===== src/rtl/spi_master_mcs.sv =====
// SPI master with multiple chip selects.
// Shifts 1..P_DATA_WIDTH bits full duplex, MSB- or LSB-first, in any CPOL/CPHA
// mode. Chip-select setup and hold times are programmable. A single half-period
// counter times the whole transfer. The command side uses a level req/ack
// handshake.
module spi_master_mcs #(
  parameter int P_DATA_WIDTH = 256,
  parameter int P_NCS        = 4,
  parameter int P_CNT_WIDTH  = 16
) (
  input  logic                    clk,
  input  logic                    rst,
  input  logic                    req,
  input  logic [7:0]              cs_sel,
  input  logic [15:0]             nbits,
  input  logic                    cpol,
  input  logic                    cpha,
  input  logic                    lsb_first,
  input  logic [P_CNT_WIDTH-1:0]  n_half,
  input  logic [P_CNT_WIDTH-1:0]  n_setup,
  input  logic [P_CNT_WIDTH-1:0]  n_hold,
  input  logic [P_DATA_WIDTH-1:0] wr_data,
  output logic [P_DATA_WIDTH-1:0] rd_data,
  output logic                    ack,
  output logic                    busy,
  output logic                    err,
  output logic                    sclk,
  output logic                    mosi,
  input  logic                    miso,
  output logic [P_NCS-1:0]        cs_n
);

  localparam int                     IDX_W    = (P_DATA_WIDTH > 1) ? $clog2(P_DATA_WIDTH) : 1;
  localparam int                     TOG_W    = 17;
  localparam logic [15:0]            MAX_BITS = 16'(P_DATA_WIDTH);
  localparam logic [8:0]             NCS_LIM  = 9'(P_NCS);
  localparam logic [P_CNT_WIDTH-1:0] CNT_ONE  = P_CNT_WIDTH'(1);
  localparam logic [P_NCS-1:0]       CS_ONE   = P_NCS'(1);

  typedef enum logic [2:0] {
    S_IDLE,
    S_SETUP,
    S_SHIFT,
    S_HOLD,
    S_ACK
  } state_t;

  // Word position of the i-th bit on the wire for the given length and order.
  function automatic logic [IDX_W-1:0] bit_pos(input logic [15:0] n,
                                               input logic [15:0] i,
                                               input logic        lsb);
    logic [15:0] p;
    p = lsb ? i : (n - 16'd1 - i);
    return p[IDX_W-1:0];
  endfunction

  state_t                  state_q, state_d;
  logic [15:0]             nbits_q, nbits_d;
  logic                    cpol_q, cpol_d;
  logic                    cpha_q, cpha_d;
  logic                    lsb_q, lsb_d;
  logic [P_CNT_WIDTH-1:0]  n_half_q, n_half_d;
  logic [P_CNT_WIDTH-1:0]  n_setup_q, n_setup_d;
  logic [P_CNT_WIDTH-1:0]  n_hold_q, n_hold_d;
  logic [P_DATA_WIDTH-1:0] tx_q, tx_d;
  logic [P_DATA_WIDTH-1:0] rx_q, rx_d;
  logic [P_DATA_WIDTH-1:0] rd_data_q, rd_data_d;
  logic [P_CNT_WIDTH-1:0]  cnt_q, cnt_d;
  logic [TOG_W-1:0]        tog_q, tog_d;
  logic                    ack_q, ack_d;
  logic                    busy_q, busy_d;
  logic                    err_q, err_d;
  logic                    sclk_q, sclk_d;
  logic                    mosi_q, mosi_d;
  logic [P_NCS-1:0]        cs_n_q, cs_n_d;

  logic                    cfg_bad;
  logic [15:0]             bit_i;
  logic                    leading;
  logic [TOG_W-1:0]        tog_next;

  // Reject a request that cannot be executed with the current configuration.
  always_comb begin
    cfg_bad = (nbits == 16'd0) || (nbits > MAX_BITS) ||
              (n_half == '0) || ({1'b0, cs_sel} >= NCS_LIM);
  end

  // State and datapath registers; every register returns to its reset value at once.
  always_ff @(posedge clk or posedge rst) begin
    if (rst) begin
      // NOTE: the tx/rx buffers are ordinary flops rather than a memory, so
      // they are reset with everything else and rd_data is defined from reset.
      state_q   <= S_IDLE;
      nbits_q   <= '0;
      cpol_q    <= 1'b0;
      cpha_q    <= 1'b0;
      lsb_q     <= 1'b0;
      n_half_q  <= '0;
      n_setup_q <= '0;
      n_hold_q  <= '0;
      tx_q      <= '0;
      rx_q      <= '0;
      rd_data_q <= '0;
      cnt_q     <= '0;
      tog_q     <= '0;
      ack_q     <= 1'b0;
      busy_q    <= 1'b0;
      err_q     <= 1'b0;
      sclk_q    <= 1'b0;
      mosi_q    <= 1'b0;
      cs_n_q    <= '1;
    end else begin
      // NOTE: non-blocking assignments so every register samples the values
      // from before this edge, independent of statement order.
      state_q   <= state_d;
      nbits_q   <= nbits_d;
      cpol_q    <= cpol_d;
      cpha_q    <= cpha_d;
      lsb_q     <= lsb_d;
      n_half_q  <= n_half_d;
      n_setup_q <= n_setup_d;
      n_hold_q  <= n_hold_d;
      tx_q      <= tx_d;
      rx_q      <= rx_d;
      rd_data_q <= rd_data_d;
      cnt_q     <= cnt_d;
      tog_q     <= tog_d;
      ack_q     <= ack_d;
      busy_q    <= busy_d;
      err_q     <= err_d;
      sclk_q    <= sclk_d;
      mosi_q    <= mosi_d;
      cs_n_q    <= cs_n_d;
    end
  end

  // Next-state and next-output logic for the transaction sequencer.
  always_comb begin
    // NOTE: every _d starts from its _q value, so any path that skips an
    // assignment simply holds state and no latch is inferred.
    state_d   = state_q;
    nbits_d   = nbits_q;
    cpol_d    = cpol_q;
    cpha_d    = cpha_q;
    lsb_d     = lsb_q;
    n_half_d  = n_half_q;
    n_setup_d = n_setup_q;
    n_hold_d  = n_hold_q;
    tx_d      = tx_q;
    rx_d      = rx_q;
    rd_data_d = rd_data_q;
    cnt_d     = cnt_q;
    tog_d     = tog_q;
    ack_d     = ack_q;
    busy_d    = busy_q;
    err_d     = err_q;
    sclk_d    = sclk_q;
    mosi_d    = mosi_q;
    cs_n_d    = cs_n_q;
    bit_i     = tog_q[16:1];
    leading   = ~tog_q[0];
    tog_next  = tog_q + 17'd1;

    case (state_q)
      S_IDLE: begin
        if (req) begin
          if (cfg_bad) begin
            // Rejected: pins and rd_data stay as they are.
            err_d   = 1'b1;
            ack_d   = 1'b1;
            state_d = S_ACK;
          end else begin
            nbits_d   = nbits;
            cpol_d    = cpol;
            cpha_d    = cpha;
            lsb_d     = lsb_first;
            n_half_d  = n_half;
            n_setup_d = (n_setup == '0) ? CNT_ONE : n_setup;
            n_hold_d  = (n_hold == '0) ? CNT_ONE : n_hold;
            tx_d      = wr_data;
            rx_d      = '0;
            cnt_d     = '0;
            tog_d     = '0;
            err_d     = 1'b0;
            busy_d    = 1'b1;
            sclk_d    = cpol;
            cs_n_d    = ~(CS_ONE << cs_sel);
            // With cpha=0 the first bit must be on the wire before the first edge.
            if (!cpha) begin
              mosi_d = wr_data[bit_pos(nbits, 16'd0, lsb_first)];
            end
            state_d = S_SETUP;
          end
        end
      end

      S_SETUP: begin
        if (cnt_q == n_setup_q - CNT_ONE) begin
          cnt_d   = '0;
          state_d = S_SHIFT;
        end else begin
          cnt_d = cnt_q + CNT_ONE;
        end
      end

      S_SHIFT: begin
        if (cnt_q == n_half_q - CNT_ONE) begin
          cnt_d  = '0;
          sclk_d = ~sclk_q;
          tog_d  = tog_next;
          if (leading) begin
            if (cpha_q) begin
              mosi_d = tx_q[bit_pos(nbits_q, bit_i, lsb_q)];
            end else begin
              rx_d[bit_pos(nbits_q, bit_i, lsb_q)] = miso;
            end
          end else begin
            if (cpha_q) begin
              rx_d[bit_pos(nbits_q, bit_i, lsb_q)] = miso;
            end else if (tog_next != {nbits_q, 1'b0}) begin
              mosi_d = tx_q[bit_pos(nbits_q, bit_i + 16'd1, lsb_q)];
            end
          end
          // The final toggle is the edge that leaves SHIFT.
          if (tog_next == {nbits_q, 1'b0}) begin
            state_d = S_HOLD;
          end
        end else begin
          cnt_d = cnt_q + CNT_ONE;
        end
      end

      S_HOLD: begin
        if (cnt_q == n_hold_q - CNT_ONE) begin
          cnt_d     = '0;
          cs_n_d    = '1;
          mosi_d    = 1'b0;
          busy_d    = 1'b0;
          rd_data_d = rx_q;
          ack_d     = 1'b1;
          state_d   = S_ACK;
        end else begin
          cnt_d = cnt_q + CNT_ONE;
        end
      end

      S_ACK: begin
        // Hold ack until the requester drops req; no retrigger meanwhile.
        if (!req) begin
          ack_d   = 1'b0;
          state_d = S_IDLE;
        end
      end

      default: begin
        state_d = S_IDLE;
      end
    endcase
  end

  assign rd_data = rd_data_q;
  assign ack     = ack_q;
  assign busy    = busy_q;
  assign err     = err_q;
  assign sclk    = sclk_q;
  assign mosi    = mosi_q;
  assign cs_n    = cs_n_q;

endmodule


===== config.mk =====
export PLATFORM = sky130hd
export DESIGN_NAME = spi_master_mcs
export DESIGN_NICKNAME = d
export VERILOG_FILES = /design/src/rtl/spi_master_mcs.sv
export SDC_FILE = /design/constraint.sdc
export NUM_CORES = 2
export LEC_CHECK = 0
export CAP_MARGIN = 20
export CORE_MARGIN = 2
export CORE_UTILIZATION = 56
export CTS_CLUSTER_DIAMETER = 120
export CTS_CLUSTER_SIZE = 10
export DETAILED_ROUTE_END_ITERATION = 6
export PLACE_DENSITY = 0.78
export SLEW_MARGIN = 20
export SYNTH_ARGS = -nofsm -noshare
export SYNTH_HDL_FRONTEND = slang
export SYNTH_SLANG_ARGS = --single-unit
export TNS_END_PERCENT = 100

===== constraint.sdc =====
create_clock -name clk -period 42.8 [get_ports clk]
set_input_delay 8.56 -clock clk [delete_from_list [all_inputs] [get_ports clk]]
set_output_delay 8.56 -clock clk [all_outputs]
set_load 0.01 [all_outputs]

# == Word-level counts from Yosys, hierarchy flattened ==
# Index checks and enable logic that the tools add are counted.
# word_totals
ff_bits,879
latch_bits,0
ram_bits,0
rom_bits,0
input_bits,335
output_inout_bits,265
wordCells,151
mem_count,0
# op_classes
addsub,10
mul,0
div,0
order_cmp,6
n_eq_ne,23
shifts,1
muxes,66
n_bitwise,3
reduce_logical,24
# op_table
op,count
$mux 256,6
$pmux 256 s2,1
$bwmux 256,1
$mux 16,7
$logic_not 16->1,4
$pmux 16 s4,1
$mux 17,3
$eq 16x16->1,3
$sub 16x1->16 const B,3
$pmux 17 s2,1
$lt 8x9->1 const B,3
$bmux 1 s8,3
$mux 8,3
$mux 1,23
$mux 3,7
$ne 2x2->1 const B,9
$add 17x1->17 const B,1
$eq 17x17->1,1
$ne 17x17->1,1
$add 16x1->16 const B,1
$gt 16x9->1 const B,1
$sub 8x1->8 const B,2
$sub 8x8->8,2
$ne 3x3->1 const B,5
27 further kinds,41

# == Longest topological paths before layout ==
# depth
word_depth,12
ltp_mapped,17
ltp_nobuf,16

# == Least setup slack after synthesis ==
# No wires, ideal clock.
# synth_path
path_type,input to register
startpoint,input nbits[0]
endpoint,register mosi_q (netlist: mosi)
t_arrival_ns,12.119
required_ns,42.652
path_slack_ns,30.533
path_stages,16
path_buffers,4
cell_sequence,clkbuf_1 > clkinv_1 > clkbuf_1 > clkbuf_1 > ha_1 > xnor2_1 > nor2_1 > clkbuf_1 > mux4_2 > a22oi_1 > a21oi_1 > o21a_1 > a311oi_1 > o22ai_1 > nor3_1 > a32oi_1
# synth_via
elab_chain_len,8
elab_cells_between_ends,15
classes_between,add/sub (1); order compare (1); eq/ne (1); mux (7); reduce/logical (5)
# synth_rtl
item,line_no,text
from (decl),15,"input logic [15:0] nbits,"
$sub 8x1->8,53,p = lsb ? i : (n - 16'd1 - i);
$mux 8,53,
$bmux 1 s8,190,"mosi_d = wr_data[bit_pos(nbits, 16'd0, lsb_first)];"
$mux 1 (not written as such),190,
$mux 1,189,if (!cpha) begin
$mux 1,167,if (cfg_bad) begin
$mux 1,166,if (req) begin
$pmux 1 s3,164,case (state_q)
to (signal assigned),132,mosi_q <= mosi_d;
to (decl),74,"logic mosi_q, mosi_d;"
# Parallel ways exist; a longest one is shown, timed or not. The select of a mux whose other input is x is not followed.
# A chain may end at the register's enable or synchronous reset.

# == Worst setup path after layout ==
# layout_path
startpoint,input nbits[2]
endpoint,register tx_q[192]
# layout_via
elab_chain_len,6
elab_cells_between_ends,7
classes_between,order compare (1); bitwise (1); reduce/logical (5)
# layout_rtl
item,line_no,text
$gt 16x9->1 / $logic_not 16->1 (equally long branches),84,cfg_bad = (nbits == 16'd0) || (nbits > MAX_BITS) ||
$logic_or 1x1->1 (*) (2 in series),84,
$logic_or 1x1->1 (*),85,"(n_half == '0) || ({1'b0, cs_sel} >= NCS_LIM);"
$not 1->1 (no source line) (*),-,
$reduce_and 3->1 (no source line) (*),-,
to (signal assigned),123,tx_q <= tx_d;
to (decl),65,"logic [P_DATA_WIDTH-1:0] tx_q, tx_d;"
# Mark *: on every way between the ends. The rest lies on a longest branch, timed or not.

==> summary.md <==
| Metric | Value |
|---|---|
| Worst vdd ir | `0.0329 mV` |
| Clk_skew | `0.0432 ns` |
| Setup_tns | `0 ns` |
| Crit end category | `flip-flop` |
| Synth cell count leaders | `nand2_1 (1,153), dfrtp_1 (875), o21ai_0 (417), a21oi_1 (296)` |
| Synth unique cells | `91` |
| Synth top area share | `48.3%` |
| Largest net degree at the start of global routing | `258` |
| Setup WS post-layout | `29.80 ns` |
| Worst-Skew Late Latency | `0.68 ns` |
| CP arrival | `13.57 ns` |
| Seq/Total Area, Yosys | `48.6%` |
| Synthesized flop and latch total | `879` |
| Largest family of logic cells by synthesized area | `simple AND/OR/NAND/NOR gates` |
| Syn_nets | `5,044` |
| Asr flop ratio synth | `100%` |
| Post-synth top area cell | `dfrtp_1` |
| M3 GR Usage | `8.45%` |
| RSZ-0062 raised after global routing | `false` |
| H-tree levels | `3` |
| DPL Wire Length | `102,000 um` |
| Synth Flop Type | `dfrtp_1` |
| DIE WIDTH | `288 um` |
| Xor-xnor portion of the synthesized cell area | `2.13%` |
| Max Clock Freq | `76.9 MHz` |
| CP Max Fanout | `94` |
| Via count | `40,400` |
| Crit share post-route | `30.4%` |
| Crit Path Category | `input port to flip-flop` |
| # nets final | `5,450` |
| CTS buffer count | `97` |
| Synthesized instance count | `4,683` |
| Core Area | `80,300 um2` |
| Slew @ Worst Pin | `1.29 ns` |
| Root Buffer Master | `clkbuf_16` |
| Rows | `104` |
| Grt ovf | `0` |
| Die footprint | `83,200 um2` |
| GRT Overall Usage | `36.2%` |
| DRC | `8` |
| Synth warn | `0` |
| Post-synthesis mux area share | `14.6%` |
| GR peak layer | `met2` |
| Drt wl/cell | `24.9 um` |
| Met2 usage | `56.2%` |
| Clk sinks | `879` |
| EDFF count, synth | `0` |
| CTS tree | `built` |
| Die H | `288 um` |
| Synth Area in Adders | `0.751%` |
| PD cells | `30.8 nW/um2` |
| DR vias/cell | `6.55` |
| Port Buffer Count | `599` |
| Layout cells sized above 1 | `12.0%` |
| Top-count cell post-synth | `nand2_1` |
| Post-Syn Area | `45,300 um2` |
| Pre-antenna DRT Iters | `7` |
| Final ANT Viol Nets | `0` |
| Worst min path class | `flip-flop to flip-flop` |
| Maxcap violations | `0` |
| Endpoints failing setup | `0` |
| Post-Place Worst Slack | `28.99 ns` |
| # IOs | `600` |
| Violated checks | `DRC` |
| Outcome | `finished with violations` |
| Area growth syn-to-layout | `20.4%` |
| Simple-Gate Fraction of Synth Area | `15.7%` |
| P_leak | `0.0252 uW` |
| Worst EP required | `43.37 ns` |
| Final WL | `154,000 um` |
| First-pass GRT wire length | `231,000 um` |
| Final Critical Period | `13.00 ns` |
| Final Wtd Congestion | `0.925` |
| Compound-Gate Fraction of Synth Area | `14.7%` |
| Slew headroom | `14.3%` |
| Post_cts resized | `0` |
| Worst hold slack | `0.484 ns` |
| Post-CTS Setup Inserts | `0` |
| Hold-fix buffer count after cts | `0` |
| Initial drt markers | `5,521` |
| Fin. max-slew vios | `0` |
| Initial antenna violation count | `19` |
| Initial core utilization | `56.4%` |
| Hold Fails Final Rpt | `0` |
| Vias in the first global route | `39,000` |
| Clock transition at path regs | `0.06 ns` |
| Synth area leaders | `dfrtp_1 (48%), nand2_1 (9.6%), mux2_2 (6.6%)` |
| Syn_area_per_cell | `9.67 um2` |
| Met1 usage | `47.6%` |
| Fillers | `6,029` |
| Worst setup SP type | `input port` |
| Clock Tree Buf Depth | `3` |
[final cells by class]
class	instances	area, um2	area share, %
well taps	1060	1330	2.43
repair buffers	658	6470	11.9
inverters	43	174	0.319
diodes	14	35.0	0.0643
flip-flops and latches	879	22000	40.4
clock inverters	6	160	0.294
multi-input cells	3410	21900	40.1
clock buffers	107	2490	4.56
[per-layer routing]
layer  wire length [um]  part of all wire (%)  vias to the layer above
met3              17200                    11                      546
met2              71100                    46                     2783
met5                 58                 0.038                        -
met4               8460                   5.5                        8
met1              56700                    37                    19800
li1                   -                     -                    17300
[cell usage in the layout, fill, tap and decap left out, types with 30 or more instances in the layout]
cell type / count
inv_1: 40
clkdlybuf4s50_1: 598
a31oi_1: 40
and3_1: 44
nand2_1: 1151
mux2_2: 264
dfrtp_1: 875
mux2i_1: 83
o21ai_1: 177
o21ai_0: 416
xnor2_1: 71
nand3_1: 64
clkbuf_16: 98
mux4_2: 123
nor2_1: 124
a211oi_1: 55
xor2_1: 37
a21oi_1: 296
nor3_1: 46
a311oi_1: 30
nor2b_1: 33
buf_4: 54
[registers in the layout, summed over array words and instances (netlist names)]
| signal | cells |
|---|---|
| busy | 1 |
| err | 1 |
| lsb_q | 1 |
| rx_q | 256 |
| n_hold_q | 16 |
| n_setup_q | 16 |
| rd_data | 256 |
| cnt_q | 16 |
| sclk | 1 |
| nbits_q | 16 |
| n_half_q | 16 |
| tog_q | 17 |
| cs_n | 4 |
| tx_q | 256 |
| cpha_q | 1 |
| mosi | 1 |
| state_q | 3 |
| ack | 1 |
[final timing paths]
| check | start | endpoint | slack, ns | cells after the start |
|---|---|---|---|---|
| max in group asynchronous | rst | tx_q[219]$_DFFE_PP0P_ | 31.02 | 5 |
| setup / recovery | nbits[2] | tx_q[192]$_DFFE_PP0P_ | 29.80 | 11 |
| setup reg to reg | n_hold_q[0]$_DFFE_PP0P_ | rd_data[205]$_DFFE_PP0P_ | 37.35 | 12 |
| min in group asynchronous | rst | rd_data[166]$_DFFE_PP0P_ | 8.43 | 2 |
| hold / removal | rx_q[59]$_DFFE_PP0P_ | rd_data[59]$_DFFE_PP0P_ | 0.48 | 1 |
| hold reg to reg | rx_q[59]$_DFFE_PP0P_ | rd_data[59]$_DFFE_PP0P_ | 0.48 | 1 |
[power breakdown]
group          internal (uW)  total (uW)  switching [uW]
logic                   45.9         106            60.4
registers                832         832           0.554
clock network            409         742             333
total                   1290        1680             394
[stage by stage]
| stage | total power, uW | instances | instance area, um2 | util, % |
|---|---|---|---|---|
| after floorplan | 890 | 4683 | 45300 | - |
| after global placement | 951 | 6050 | 51800 | 64.5 |
| after detailed placement | 951 | 6050 | 51800 | 64.5 |
| after CTS | 1680 | 6163 | 54500 | 67.8 |
| after global routing | 1720 | 6177 | 54500 | 67.9 |
| final | 1680 | 6177 | 54500 | 67.9 |
[worst max-delay path: stages]
cell and delay [ns]:
clkdlybuf4s50_1 0.64, or4_1 0.55, nor4b_1 0.38, xor2_1 0.14
nor2_1 0.34, nand2_1 0.24, nor2_4 0.69, buf_4 0.88
buf_4 0.75, nand2_1 0.20, nand2_1 0.12
[cell families (layout without fill, tap and decap cells)]
group	Yosys count	after routing
compound gates	1169	1169
xor+xnor	110	110
fa+ha+maj	26	26
buf+inv	394	814
flops	879	879
mux	474	474
other cells	0	14
simple gates	1631	1631
No activity file was read; power rests on OpenSTA's default activity.
